===== src/rtl/alu_sequencer.sv =====
// Command sequencer around an external combinational ALU: holds R0-R3 and a flags
// register, issues one operation at a time and returns a held response.
module alu_sequencer (
  input  logic       clk,
  input  logic       rst_n,
  input  logic       cmd_valid,
  output logic       cmd_ready,
  input  logic       cmd_load,
  input  logic [3:0] cmd_opcode,
  input  logic [1:0] cmd_rd,
  input  logic [1:0] cmd_rs1,
  input  logic [1:0] cmd_rs2,
  input  logic [7:0] cmd_imm,
  output logic [7:0] alu_a,
  output logic [7:0] alu_b,
  output logic [3:0] alu_opcode,
  input  logic [7:0] alu_out,
  input  logic [7:0] alu_flags,
  output logic       rsp_valid,
  input  logic       rsp_ready,
  output logic [7:0] rsp_data,
  output logic [7:0] rsp_flags,
  output logic       rsp_err
);

  localparam logic [3:0] OP_DIV = 4'b0011;
  localparam logic [3:0] OP_CMP = 4'b1110;

  typedef enum logic [1:0] {IDLE, ISSUE, RESP} state_t;

  state_t     state_reg, state_next;
  logic [7:0] regs_reg [4];
  logic [7:0] flags_reg;
  logic [7:0] op_a_reg, op_b_reg, imm_reg;
  logic [3:0] opcode_reg;
  logic [1:0] rd_reg;
  logic       load_reg;
  logic [7:0] rsp_data_reg, rsp_flags_reg;
  logic       rsp_err_reg;

  logic       accept, capture, wr_en, res_err;
  logic [7:0] wr_data, res_data, res_flags;

  always_comb begin
    state_next = state_reg;
    cmd_ready  = 1'b0;
    rsp_valid  = 1'b0;
    alu_a      = 8'h00;
    alu_b      = 8'h00;
    alu_opcode = 4'h0;
    case (state_reg)
      IDLE: begin
        cmd_ready = 1'b1;
        if (cmd_valid) state_next = ISSUE;
      end
      ISSUE: begin
        alu_a      = op_a_reg;
        alu_b      = op_b_reg;
        alu_opcode = opcode_reg;
        state_next = RESP;
      end
      RESP: begin
        rsp_valid = 1'b1;
        if (rsp_ready) state_next = IDLE;
      end
      default: state_next = IDLE;
    endcase
  end

  assign accept  = (state_reg == IDLE) && cmd_valid;
  assign capture = (state_reg == ISSUE);

  // Load and divide-by-zero leave the flags register alone, so they feed back flags_reg.
  always_comb begin
    wr_en     = capture;
    wr_data   = alu_out;
    res_data  = alu_out;
    res_flags = alu_flags;
    res_err   = 1'b0;
    if (load_reg) begin
      wr_data   = imm_reg;
      res_data  = imm_reg;
      res_flags = flags_reg;
    end else if (opcode_reg == OP_CMP) begin
      wr_en    = 1'b0;
      res_data = 8'h00;
    end else if (opcode_reg == OP_DIV && op_b_reg == 8'h00) begin
      wr_data   = 8'hFF;
      res_data  = 8'hFF;
      res_flags = flags_reg;
      res_err   = 1'b1;
    end
  end

  always_ff @(posedge clk) begin
    if (!rst_n) begin
      state_reg     <= IDLE;
      for (int i = 0; i < 4; i++) regs_reg[i] <= 8'h00;
      flags_reg     <= 8'h00;
      op_a_reg      <= 8'h00;
      op_b_reg      <= 8'h00;
      imm_reg       <= 8'h00;
      opcode_reg    <= 4'h0;
      rd_reg        <= 2'd0;
      load_reg      <= 1'b0;
      rsp_data_reg  <= 8'h00;
      rsp_flags_reg <= 8'h00;
      rsp_err_reg   <= 1'b0;
    end else begin
      state_reg <= state_next;
      if (accept) begin
        op_a_reg   <= regs_reg[cmd_rs1];
        op_b_reg   <= regs_reg[cmd_rs2];
        imm_reg    <= cmd_imm;
        opcode_reg <= cmd_opcode;
        rd_reg     <= cmd_rd;
        load_reg   <= cmd_load;
      end
      if (capture) begin
        if (wr_en) regs_reg[rd_reg] <= wr_data;
        flags_reg     <= res_flags;
        rsp_data_reg  <= res_data;
        rsp_flags_reg <= res_flags;
        rsp_err_reg   <= res_err;
      end
    end
  end

  assign rsp_data  = rsp_data_reg;
  assign rsp_flags = rsp_flags_reg;
  assign rsp_err   = rsp_err_reg;

endmodule


===== config.mk =====
export PLATFORM = sky130hd
export DESIGN_NAME = alu_sequencer
export DESIGN_NICKNAME = d
export VERILOG_FILES = /design/src/rtl/alu_sequencer.sv
export SDC_FILE = /design/constraint.sdc
export NUM_CORES = 1
export LEC_CHECK = 0
export ABC_AREA = 1
export CORE_ASPECT_RATIO = 1.4
export CORE_UTILIZATION = 52
export CTS_CLUSTER_SIZE = 28
export DETAILED_ROUTE_END_ITERATION = 7
export GPL_ROUTABILITY_DRIVEN = 0
export PLACE_DENSITY = 0.84
export SYNTH_ARGS = -nofsm -noshare
export SYNTH_HDL_FRONTEND = slang
export SYNTH_SLANG_ARGS = --single-unit
export TNS_END_PERCENT = 5

===== constraint.sdc =====
create_clock -name clk -period 1.7 [get_ports clk]
set_input_delay 0.34 -clock clk [delete_from_list [all_inputs] [get_ports clk]]
set_output_delay 0.34 -clock clk [all_outputs]
set_load 0.1 [all_outputs]

After elaboration in Yosys (flattened, before gate mapping)
Memory sizes are Yosys's and may differ from the RTL's. A register that Yosys moved wholly into a read port is not among the register bits.
Cells that the tools add are included.
{"block": "totals", "in_bits": 39, "elab_cells": 55, "reg_bits": 34, "memories": 1, "ramBits": 32, "output_inout_bits": 39}
{"name": "regs_reg", "depth": 4, "word_bits": 8, "read_ports": 2, "rd_ports_with_merged_regs": 2, "wr": 4, "line": "32", "rtl": "logic [7:0] regs_reg [4];"}
{"block": "op_classes", "bitwise": 1, "n_mux": 29, "reduce_logical": 9, "eq_ne": 7}
{"operator": "$mux W8", "count": 11}
{"operator": "$mux W1", "count": 13}
{"operator": "$logic_not A8 Y1", "count": 1}
{"operator": "$reduce_or A8 Y1", "count": 1}
{"operator": "$mux W2", "count": 3}
{"operator": "$ne A2 B2 Y1 const B", "count": 3}
{"operator": "$pmux W2 S3", "count": 1}
{"operator": "$eq A4 B2 Y1 const B", "count": 1}
{"operator": "$eq A4 B4 Y1 const B", "count": 1}
{"operator": "$mux W4", "count": 1}
{"operator": "$reduce_and A3 Y1", "count": 1}
{"operator": "$eq A2 B1 Y1 const B", "count": 1}
{"operator": "$eq A2 B2 Y1 const B", "count": 1}
{"operator": "$logic_and A1 B1 Y1", "count": 2}
{"operator": "$logic_not A1 Y1", "count": 2}
{"operator": "$logic_not A2 Y1", "count": 1}
{"operator": "$reduce_and A2 Y1", "count": 1}
{"operator": "$not A1 Y1", "count": 1}

Logic depth before layout (Yosys ltp)
Gate-level depths: netlist of the first run.
{"block": "depth", "ltp_word": 9, "mapped_depth": 8, "ltp_nobuf": 7}

Worst setup path before layout of the first run
Ideal clock, no wire load.
{"block": "synth_timing", "path_type": "reg-to-output", "from": "register state_reg[0]", "to": "output alu_a[0]", "slack_ps": -730, "required_time_ps": 1360, "path_stages_with_launch": 6, "t_arrival_ps": 2090, "n_path_buf": 1, "cell_sequence": "dfxtp_1 > inv_2 > nor2_8 > inv_4 > clkbuf_1 > nor2_1"}
{"block": "synth_via", "elab_chain_cells": 2}
{"item": "from (decl)", "line": "31", "rtl": "state_t state_reg, state_next;"}
{"item": "from (signal assigned)", "line": "110", "rtl": "state_reg <= state_next;"}
{"item": "$eq A2 B1 Y1", "line": "51", "rtl": "case (state_reg)"}
{"item": "$mux W8", "line": "51"}
{"item": "to (decl)", "line": "14", "rtl": "output logic [7:0] alu_a,"}
No other way between the ends.

Worst setup path after layout of the first run
{"block": "layout_timing", "from": "register state_reg[0]", "to": "output alu_b[2]"}
{"block": "layout_via", "elab_chain_cells": 2}
{"item": "$eq A2 B1 Y1", "line": "51"}
{"item": "$mux W8", "line": "51"}
{"item": "to (decl)", "line": "15", "rtl": "output logic [7:0] alu_b,"}
No other way between the ends.

==> results of run 1 <==
[metrics by stage]
stage / util (%) / area (sq um)
final: 76.2 / 5610
after global routing: 76.2 / 5610
after floorplan: - / 4010
after CTS: 75.7 / 5570
after global placement: 72.8 / 5360
after detailed placement: 72.8 / 5360
[worst max-delay path: cells and delay by family (launching register included)]
family / cells / cell delay (ns)
buf+inv: 3 / 0.36
flops: 1 / 0.37
simple gates: 2 / 0.29
[power breakdown]
group	total, mW	internal, mW	switching (mW)	leakage (nW)
Combinational	1.23	0.451	0.781	1.52
Sequential	2.27	2.17	0.0953	0.745
Clock	1.38	0.676	0.707	0.0909
[layout make-up]
class	count	area share, %
multi-input cells	339	30.3
well taps	97	2.16
repair buffers	98	24.4
clock inverters	5	0.982
inverters	70	4.82
flip-flops and latches	82	35.0
clock buffers	11	2.34
[cells by family after synthesis]
| kind of cell | Yosys count | synth area share [%] |
|---|---|---|
| buffers and inverters | 95 | 9.86 |
| DFF | 82 | 49.7 |
| AOI/OAI and AO/OA | 143 | 18.1 |
| and+or+nand+nor | 196 | 22.3 |
[per-layer routing]
| metal | track usage, % | up-vias |
|---|---|---|
| met4 | 17.2 | 0 |
| met2 | 49.8 | 201 |
| met1 | 32.6 | 1790 |
| met5 | 0 | - |
| met3 | 6.46 | 54 |
| li1 | - | 1845 |
[placed cells by master, fill, tap and decap left out, types with 16 or more instances in the layout]
cell type,instances
sky130_fd_sc_hd__edfxtp_1,32
sky130_fd_sc_hd__buf_4,17
sky130_fd_sc_hd__nor2_2,16
sky130_fd_sc_hd__inv_1,66
sky130_fd_sc_hd__a21oi_1,56
sky130_fd_sc_hd__clkdlybuf4s50_1,38
sky130_fd_sc_hd__dfxtp_1,49
sky130_fd_sc_hd__o21ai_0,87
sky130_fd_sc_hd__nor2_1,91
sky130_fd_sc_hd__nand2_1,35
sky130_fd_sc_hd__buf_12,43
sky130_fd_sc_hd__nand3b_1,16
[path summary, 6_finish.rpt]
check / to / start
setup / recovery: alu_b[2] / state_reg[0]$_SDFFE_PN0P_
hold / removal: imm_reg[6]$_SDFFE_PN0P_ / imm_reg[6]$_SDFFE_PN0P_
setup reg to reg: regs_reg[3][5]$_DFFE_PP_ / opcode_reg[1]$_SDFFE_PN0P_
hold reg to reg: imm_reg[6]$_SDFFE_PN0P_ / imm_reg[6]$_SDFFE_PN0P_
[repair_timing]
action                                  4_1_cts  5_1_grt
gates resized for setup                       5       11
setup buffers                                 1        0
endpoints found under the setup margin       20       64
pin swaps                                     1        0
==> out/summary.md, run 1 <==
- EDFF count, synth: 32
- total standard cell area after synthesis: 0.00395 sq mm
- start-to-end type of the worst setup path: flop to output pin
- pin count of the biggest net entering global routing: 28
- storage element area: 0.00196 sq mm
- multi-input gate area in the final layout: 0.00170 sq mm
- via count of the first global-routing pass: 3814
- portion of synthesized cell area occupied by the leading cell type: 25.4%
- post-synthesis instance total: 516
- latest clock arrival within the worst-skew pair: 0.35 ns
- status: complete, but fails checks
- Detail Route met2 WL: 5720 um
- number of stages on the worst hold path: 2
- H-tree depth reported by CTS: 3
- Yosys warning count: 0
- Hold-fix buffers, CTS: 0
- post-detailed-route DRC marker count: 0
- Critical Path Fanout Max: 23
- kind of end point of the critical path: output pin
- n_diodes: 0
- largest stage delay on the critical path: 0.37 ns
- # Max-Cap Violations: 0
- setup repair after global routing missed its margin: true
- post-layout power: 4.88 mW
- Netlist cell types: 26
- layout cell share with drive strength beyond 1: 18.8%
- total global routing track utilization: 29.4%
- ranking of synthesized cells by area: sky130_fd_sc_hd__dfxtp_1, sky130_fd_sc_hd__edfxtp_1, sky130_fd_sc_hd__o21ai_0
- Seq/Total Area, Yosys: 49.7%
- IO Port Bufs: 77
- final cell count without fillers: 702
- final net count: 639
- Min-Delay Path Class: flop to flop
- remaining antenna violation count: 0
- Peak supply drop: 0.000605 V
- Hold WS: 0.497 ns
- arrival time of data at the critical path endpoint: 1.39 ns
- max FFs per register: 32
- highest metal used: met4
- r2r setup slk: 0.08 ns
- final setup margin: -0.0293 ns
- Synth Area per Inst: 7.65 sq um
- global-route wire length before repair: 17500 um
- Setup Viol. Count Final: 15
- Pins Over Slew Limit: 0
- slowest library cell on the worst path: sky130_fd_sc_hd__dfxtp_2
- clock tree sinks: 82
- slew at the pin with the worst max-slew slack: 0.368 ns
- Relative slew margins: 75.2%
- number of placed cells counting well taps: 685
- required time reported for the critical path endpoint: 1.36 ns
- number of inserted filler cells in the final layout: 486
- CTS Buffer Depth: 2
- accumulated negative setup slack: -0.325 ns
- net count after synthesis: 555
- Fmax: 0.578 GHz
- Floorplan Core Area: 0.00736 sq mm
- count of boundary I/O pins: 78
- die outline height: 105 um
- most common flop cell mapped by yosys: sky130_fd_sc_hd__dfxtp_1
- failing checks: negative setup slack
- synthesis-to-finish area growth: 42.1%
- initial antenna violation count: 0
- Chip Width: 75.6 um
- number of search-and-repair iterations in the first detailed-routing pass: 6
- depth of the worst register-to-register path: 8
- TritonCTS clock tree: built
- clock root buffer: sky130_fd_sc_hd__clkbuf_8
- Initial Util: 53.6%
- area leader, netlist: sky130_fd_sc_hd__dfxtp_1
- Tcrit/Tclk final: 102%
- TritonCTS buffer count: 9
- synth cell count leaders: sky130_fd_sc_hd__nor2_1, sky130_fd_sc_hd__o21ai_0, sky130_fd_sc_hd__inv_1, sky130_fd_sc_hd__a21oi_1, sky130_fd_sc_hd__dfxtp_1
- Overflow after GRT: 0
- wire length after detailed routing: 10800 um
- metal3 WL: 662 um
- setup skew after layout: 0.0120 ns
- launching element type of the critical path: flop
- M1 WL: 3820 um
- async set-reset flop share out of synthesis: 0%
- Power Density: 871 mW/mm^2
- number of placement rows: 37
- vias per cell: 5.54
- Setup Slack @ Placement: -0.141 ns
- Clock transition at path regs: 0.08 ns
- number of synthesized register bits: 82
- final hold violation count: 0
- CP Cell Sequence: inv_2, nor2_8, inv_8, nor2_2, buf_12
- most used standard cell by instance count after synthesis: sky130_fd_sc_hd__nor2_1
- Pleak: 2.36 nW
- die outline area: 0.00794 sq mm
- WL/cell: 15.4 um
- estimated wirelength of the detail-placed design: 7740 um
- via count: 3890
- min Tclk post-route: 1.73 ns
- Iteration-0 DRC Markers: 389
(Power assumes the default switching activity.)
==> inputs of run 2 (changes only) <==
GPL_TIMING_DRIVEN = 0   (was unset)
==> out/summary.md, run 2 (synthesis results as in run 1) <==
- status: complete, but fails checks
- failing checks: negative setup slack
- latest clock arrival within the worst-skew pair: 0.37 ns
- vias per cell: 5.63
- r2r setup slk: 0.05 ns
- Tcrit/Tclk final: 104%
- wire length after detailed routing: 11800 um
- critical register-to-register path startpoint: state_reg[1]$_SDFFE_PN0P_
- initial antenna violation count: 0
- final hold violation count: 0
- layout cell share with drive strength beyond 1: 19.2%
- largest stage delay on the critical path: 0.37 ns
- start-to-end type of the worst setup path: flop to output pin
- arrival time of data at the critical path endpoint: 1.43 ns
- Hold-fix buffers, CTS: 0
- number of stages on the worst hold path: 5
- Peak supply drop: 0.000705 V
- global routing's busiest layer: met2
- Iteration-0 DRC Markers: 463
- Overflow after GRT: 0
- Setup Viol. Count Final: 20
- Fmax: 0.564 GHz
- min Tclk post-route: 1.77 ns
- Pleak: 2.34 nW
- Clock transition at path regs: 0.08 ns
- die outline area: 0.00794 sq mm
- post-detailed-route DRC marker count: 0
- met2 track utilization from global routing: 55.5%
- Floorplan Core Area: 0.00736 sq mm
- Worst Hold End: rsp_data[2]$_SDFFE_PN0N_
- max FFs per register: 32
- clock root buffer: sky130_fd_sc_hd__clkbuf_8
- final net count: 648
- TritonCTS clock tree: built
- accumulated negative setup slack: -0.796 ns
- Min-Delay Path Class: input port to flop
- Relative slew margins: 40.1%
- WL/cell: 16.6 um
- post-layout power: 4.90 mW
- Initial Util: 53.6%
- Chip Width: 75.6 um
- setup repair after global routing missed its margin: true
- Critical Path Fanout Max: 10
- CP Cell Sequence: nor2_8, inv_6, clkbuf_16, nor2_4, buf_12
- met3 track utilization from global routing: 6.56%
- Pins Over Slew Limit: 0
- largest delay contributor family on the critical path: buffers and inverters
- met1 usage: 34.7%
- clock tree sinks: 82
- Power Density: 882 mW/mm^2
- estimated wirelength of the detail-placed design: 7870 um
- most frequent standard cell in the layout excluding fill and tap cells: sky130_fd_sc_hd__nor2_1
- total global routing track utilization: 32.2%
- # Max-Cap Violations: 0
- setup skew after layout: 0.0210 ns
- number of search-and-repair iterations in the first detailed-routing pass: 5
- IO Port Bufs: 76
- required time reported for the critical path endpoint: 1.36 ns
- start point of the worst hold path: rst_n
- RR Endpoint: regs_reg[2][3]$_SDFFCE_PN0P_
- pin count of the biggest net entering global routing: 15
- via count: 4005
- final setup margin: -0.0738 ns
- depth of the worst register-to-register path: 6
- global-route wire length before repair: 18900 um
- kind of end point of the critical path: output pin
- number of inserted filler cells in the final layout: 507
- launching element type of the critical path: flop
- slew at the pin with the worst max-slew slack: 0.898 ns
- H-tree depth reported by CTS: 3
- commonest cells after routing, fill and taps aside: sky130_fd_sc_hd__nor2_1, sky130_fd_sc_hd__o21ai_0, sky130_fd_sc_hd__inv_1
- n_diodes: 0
- CTS Buffer Depth: 2
- die outline height: 105 um
- remaining antenna violation count: 0
- synthesis-to-finish area growth: 40.9%
- source of the critical timing path: state_reg[1]$_SDFFE_PN0P_
- count of boundary I/O pins: 78
- TritonCTS buffer count: 9
- buffering stage count on the worst path with inverters included: 3
- via count of the first global-routing pass: 4056
- slowest library cell on the worst path: sky130_fd_sc_hd__dfxtp_2
- number of placement rows: 37
## run 2: changes by cell type in the layout (fill, tap and decap cells not counted), sizes merged
| cell | previous run | this run |
|---|---|---|
| buf | 60 | 41 |
| clkbuf | 11 | 24 |
| clkdlybuf4s15 | 0 | 16 |
| clkdlybuf4s50 | 38 | 36 |
| dlymetal6s2s | 0 | 1 |
## run 2: area by class of cell
class                           count  area [sq um]  share of cell area [%]
Clock inverter                      5          55.1                   0.990
Buffer                             25           174                    3.13
Clock buffer                       11           141                    2.54
Multi-Input combinational cell    339          1810                    32.5
Timing Repair Buffer               82          1030                    18.5
Tap cell                           97           121                    2.18
Inverter                           70           268                    4.82
Sequential cell                    82          1960                    35.3
## run 2: layer usage
metal,wire length (um),vias up
li1,-,1865
met1,4100,1810
met2,6180,257
met3,824,73
met4,712,0
met5,0,-
## run 2: worst reg2reg max path: stages, from the launching register on
cell and delay (ns):
sky130_fd_sc_hd__dfxtp_2 0.37, sky130_fd_sc_hd__nor2_8 0.14, sky130_fd_sc_hd__buf_4 0.21, sky130_fd_sc_hd__nand3_4 0.17, sky130_fd_sc_hd__nor2_4 0.20, sky130_fd_sc_hd__nand2_4 0.13
sky130_fd_sc_hd__nand2_4 0.15
## run 2: power breakdown
group	switching [mW]	internal (mW)	total (mW)	leakage, nW
registers	0.0786	2.17	2.25	0.745
clock network	0.725	0.715	1.44	0.0970
logic	0.829	0.382	1.21	1.49
## run 2: metrics by stage
stage          hold slack (ns)  worst slack, ns  util, %  std cells  cell area [sq um]
6_report                 0.406          -0.0738     75.5        711               5560
5_1_grt                  0.427           -0.133     75.5        711               5560
4_1_cts                  0.387           -0.171     74.3        708               5470
3_5_place_dp             0.470            -1.03     66.4        689               4890
3_3_place_gp             0.460           -0.988     66.4        689               4890
2_1_floorplan            0.456           -0.399        -        516               4010
## run 2: worst max-delay path by stage
stage	slack, ns	to	cells after the start
4_1_cts	-0.17	rsp_flags[0]	1
5_1_grt	-0.13	alu_b[5]	6
6_report	-0.07	alu_b[5]	5
2_1_floorplan	-0.40	alu_a[4]	5
3_3_place_gp	-0.99	alu_b[3]	6
3_5_place_dp	-1.03	alu_b[3]	6
## run 2: timing repair
action / 4_1_cts / 5_1_grt
endpoints found under the setup margin: 71 / 61
pin swaps: 2 / 2
buffers inserted: 3 / 2
resized for setup: 273 / 25
cloned: 0 / 1
==> inputs of run 3 (changes only) <==
PLACE_DENSITY = 0.81   (was 0.84)
==> out/summary.md, run 3 (synthesis results as in run 1) <==
- layout cell share with drive strength beyond 1: 18.4%
- Fmax: 0.561 GHz
- Clock transition at path regs: 0.08 ns
- Net Sw Frac: 32.4%
- initial antenna violation count: 0
- via count of the first global-routing pass: 3779
- total global routing track utilization: 30.4%
- failing checks: negative setup slack
- Pleak: 2.32 nW
- status: complete, but fails checks
- slew at the pin with the worst max-slew slack: 0.772 ns
- internal power: 3.30 mW
- global-route wire length before repair: 17800 um
- reported net switching power: 1.58 mW
- pin count of the biggest net entering global routing: 13
- clock tree sinks: 82
- commonest cells after routing, fill and taps aside: sky130_fd_sc_hd__nor2_1, sky130_fd_sc_hd__o21ai_0, sky130_fd_sc_hd__inv_1
- remaining antenna violation count: 0
- setup skew after layout: 0.00988 ns
- wire length after detailed routing: 11400 um
- Peak supply drop: 0.000754 V
- final setup margin: -0.0838 ns
- Flop pwr share: 46.1%
- Iteration-0 DRC Markers: 348
- launching element type of the critical path: flop
- depth of the worst register-to-register path: 7
- WL/cell: 16.1 um
- Relative slew margins: 48.5%
- max FFs per register: 32
- kind of end point of the critical path: output pin
- Power Density: 883 mW/mm^2
- Min-Delay Path Class: input port to flop
- setup repair after global routing missed its margin: true
- Tcrit/Tclk final: 105%
- TritonCTS buffer count: 9
- count of boundary I/O pins: 78
- required time reported for the critical path endpoint: 1.36 ns
- estimated wirelength of the detail-placed design: 7950 um
- Post-Place Cell Area: 0.00489 sq mm
- vias per cell: 5.55
- Hold-fix buffers, CTS: 0
- design area: 0.00553 sq mm
- most frequent standard cell in the layout excluding fill and tap cells: sky130_fd_sc_hd__nor2_1
- H-tree depth reported by CTS: 3
- TritonCTS clock tree: built
- start-to-end type of the worst setup path: flop to output pin
- post-layout power: 4.88 mW
- n_diodes: 0
- Pins Over Slew Limit: 0
- IO Port Bufs: 76
- min Tclk post-route: 1.78 ns
- Layout Utilization: 75.1%
- power share of the combinational group: 24.4%
- Critical Path Fanout Max: 6
- synthesis-to-finish area growth: 40.2%
- die outline area: 0.00794 sq mm
- latest clock arrival within the worst-skew pair: 0.36 ns
- share of total power in the clock network: 29.5%
- final hold violation count: 0
- Setup Viol. Count Final: 20
- clock root buffer: sky130_fd_sc_hd__clkbuf_8
- Chip Width: 75.6 um
- die outline height: 105 um
- Initial Util: 53.6%
- number of placement rows: 37
- number of search-and-repair iterations in the first detailed-routing pass: 6
- number of stages on the worst hold path: 5
- CTS Buffer Depth: 2
- Overflow after GRT: 0
- final net count: 647
- # Max-Cap Violations: 0
- post-detailed-route DRC marker count: 0
- Floorplan Core Area: 0.00736 sq mm
- arrival time of data at the critical path endpoint: 1.44 ns
- via count: 3942
-- run 3: path summary, 6_finish.rpt --
kind                             start                            to  slack (ns)
min reg2reg  rsp_flags[5]$_SDFFE_PN0P_     rsp_flags[5]$_SDFFE_PN0P_        0.49
max          state_reg[0]$_SDFFE_PN0P_                      alu_a[7]       -0.08
max reg2reg  state_reg[0]$_SDFFE_PN0P_  regs_reg[0][7]$_SDFFCE_PN0P_        0.03
min                              rst_n      rsp_data[0]$_SDFFE_PN0N_        0.41
-- run 3: repair_timing --
item | 4_1_cts | 5_1_grt
buffers inserted | 2 | 1
endpoints found under the hold margin | 0 | 0
gates cloned | 1 | 1
endpoints found under the setup margin | 71 | 61
gates resized for setup | 270 | 17
pin swaps | 3 | 3
-- run 3: final cells by class --
type                    instances  area (sq um)
plain buffers                  25           170
clock buffers                  13           159
clock inverters                 3          37.5
fillers                       527          1830
inverters                      70           270
multi-input cells             339          1770
flip-flops and latches         82          1970
well taps                      97           121
repair buffers                 81          1030
-- run 3: through the flow --
stage	setup TNS, ns	std cells	setup slack, ns	hold WS, ns
after floorplan	-15.79	516	-0.399	0.456
after global placement	-23.06	689	-0.990	0.460
after detailed placement	-27.03	689	-1.04	0.469
after CTS	-1.81	708	-0.169	0.395
after global routing	-2.61	710	-0.129	0.425
final	-0.969	710	-0.0838	0.406
-- run 3: worst max-delay path: stages, from the launching register on --
cell and delay [ns]:
sky130_fd_sc_hd__dfxtp_4 0.38, sky130_fd_sc_hd__inv_4 0.05, sky130_fd_sc_hd__nor2_8 0.10, sky130_fd_sc_hd__inv_6 0.06
sky130_fd_sc_hd__clkbuf_16 0.16, sky130_fd_sc_hd__nor2_4 0.14, sky130_fd_sc_hd__buf_12 0.18
-- run 3: metal layers --
layer  track usage (%)  vias up  part of all wire (%)
met5                 0        -                     0
met4              18.8        0                   4.7
met3              5.98       49                   7.1
met2              52.7      245                    54
met1              32.6     1788                    35
li1                  -     1860                     -
-- run 3: power by group through the flow --
stage	clock network, mW	registers (mW)	logic [mW]
after floorplan	0	2.48	0.552
after global placement	0	2.28	1.05
after detailed placement	0	2.29	1.07
after CTS	1.43	2.25	1.15
after global routing	1.52	2.27	1.27
final	1.44	2.25	1.19
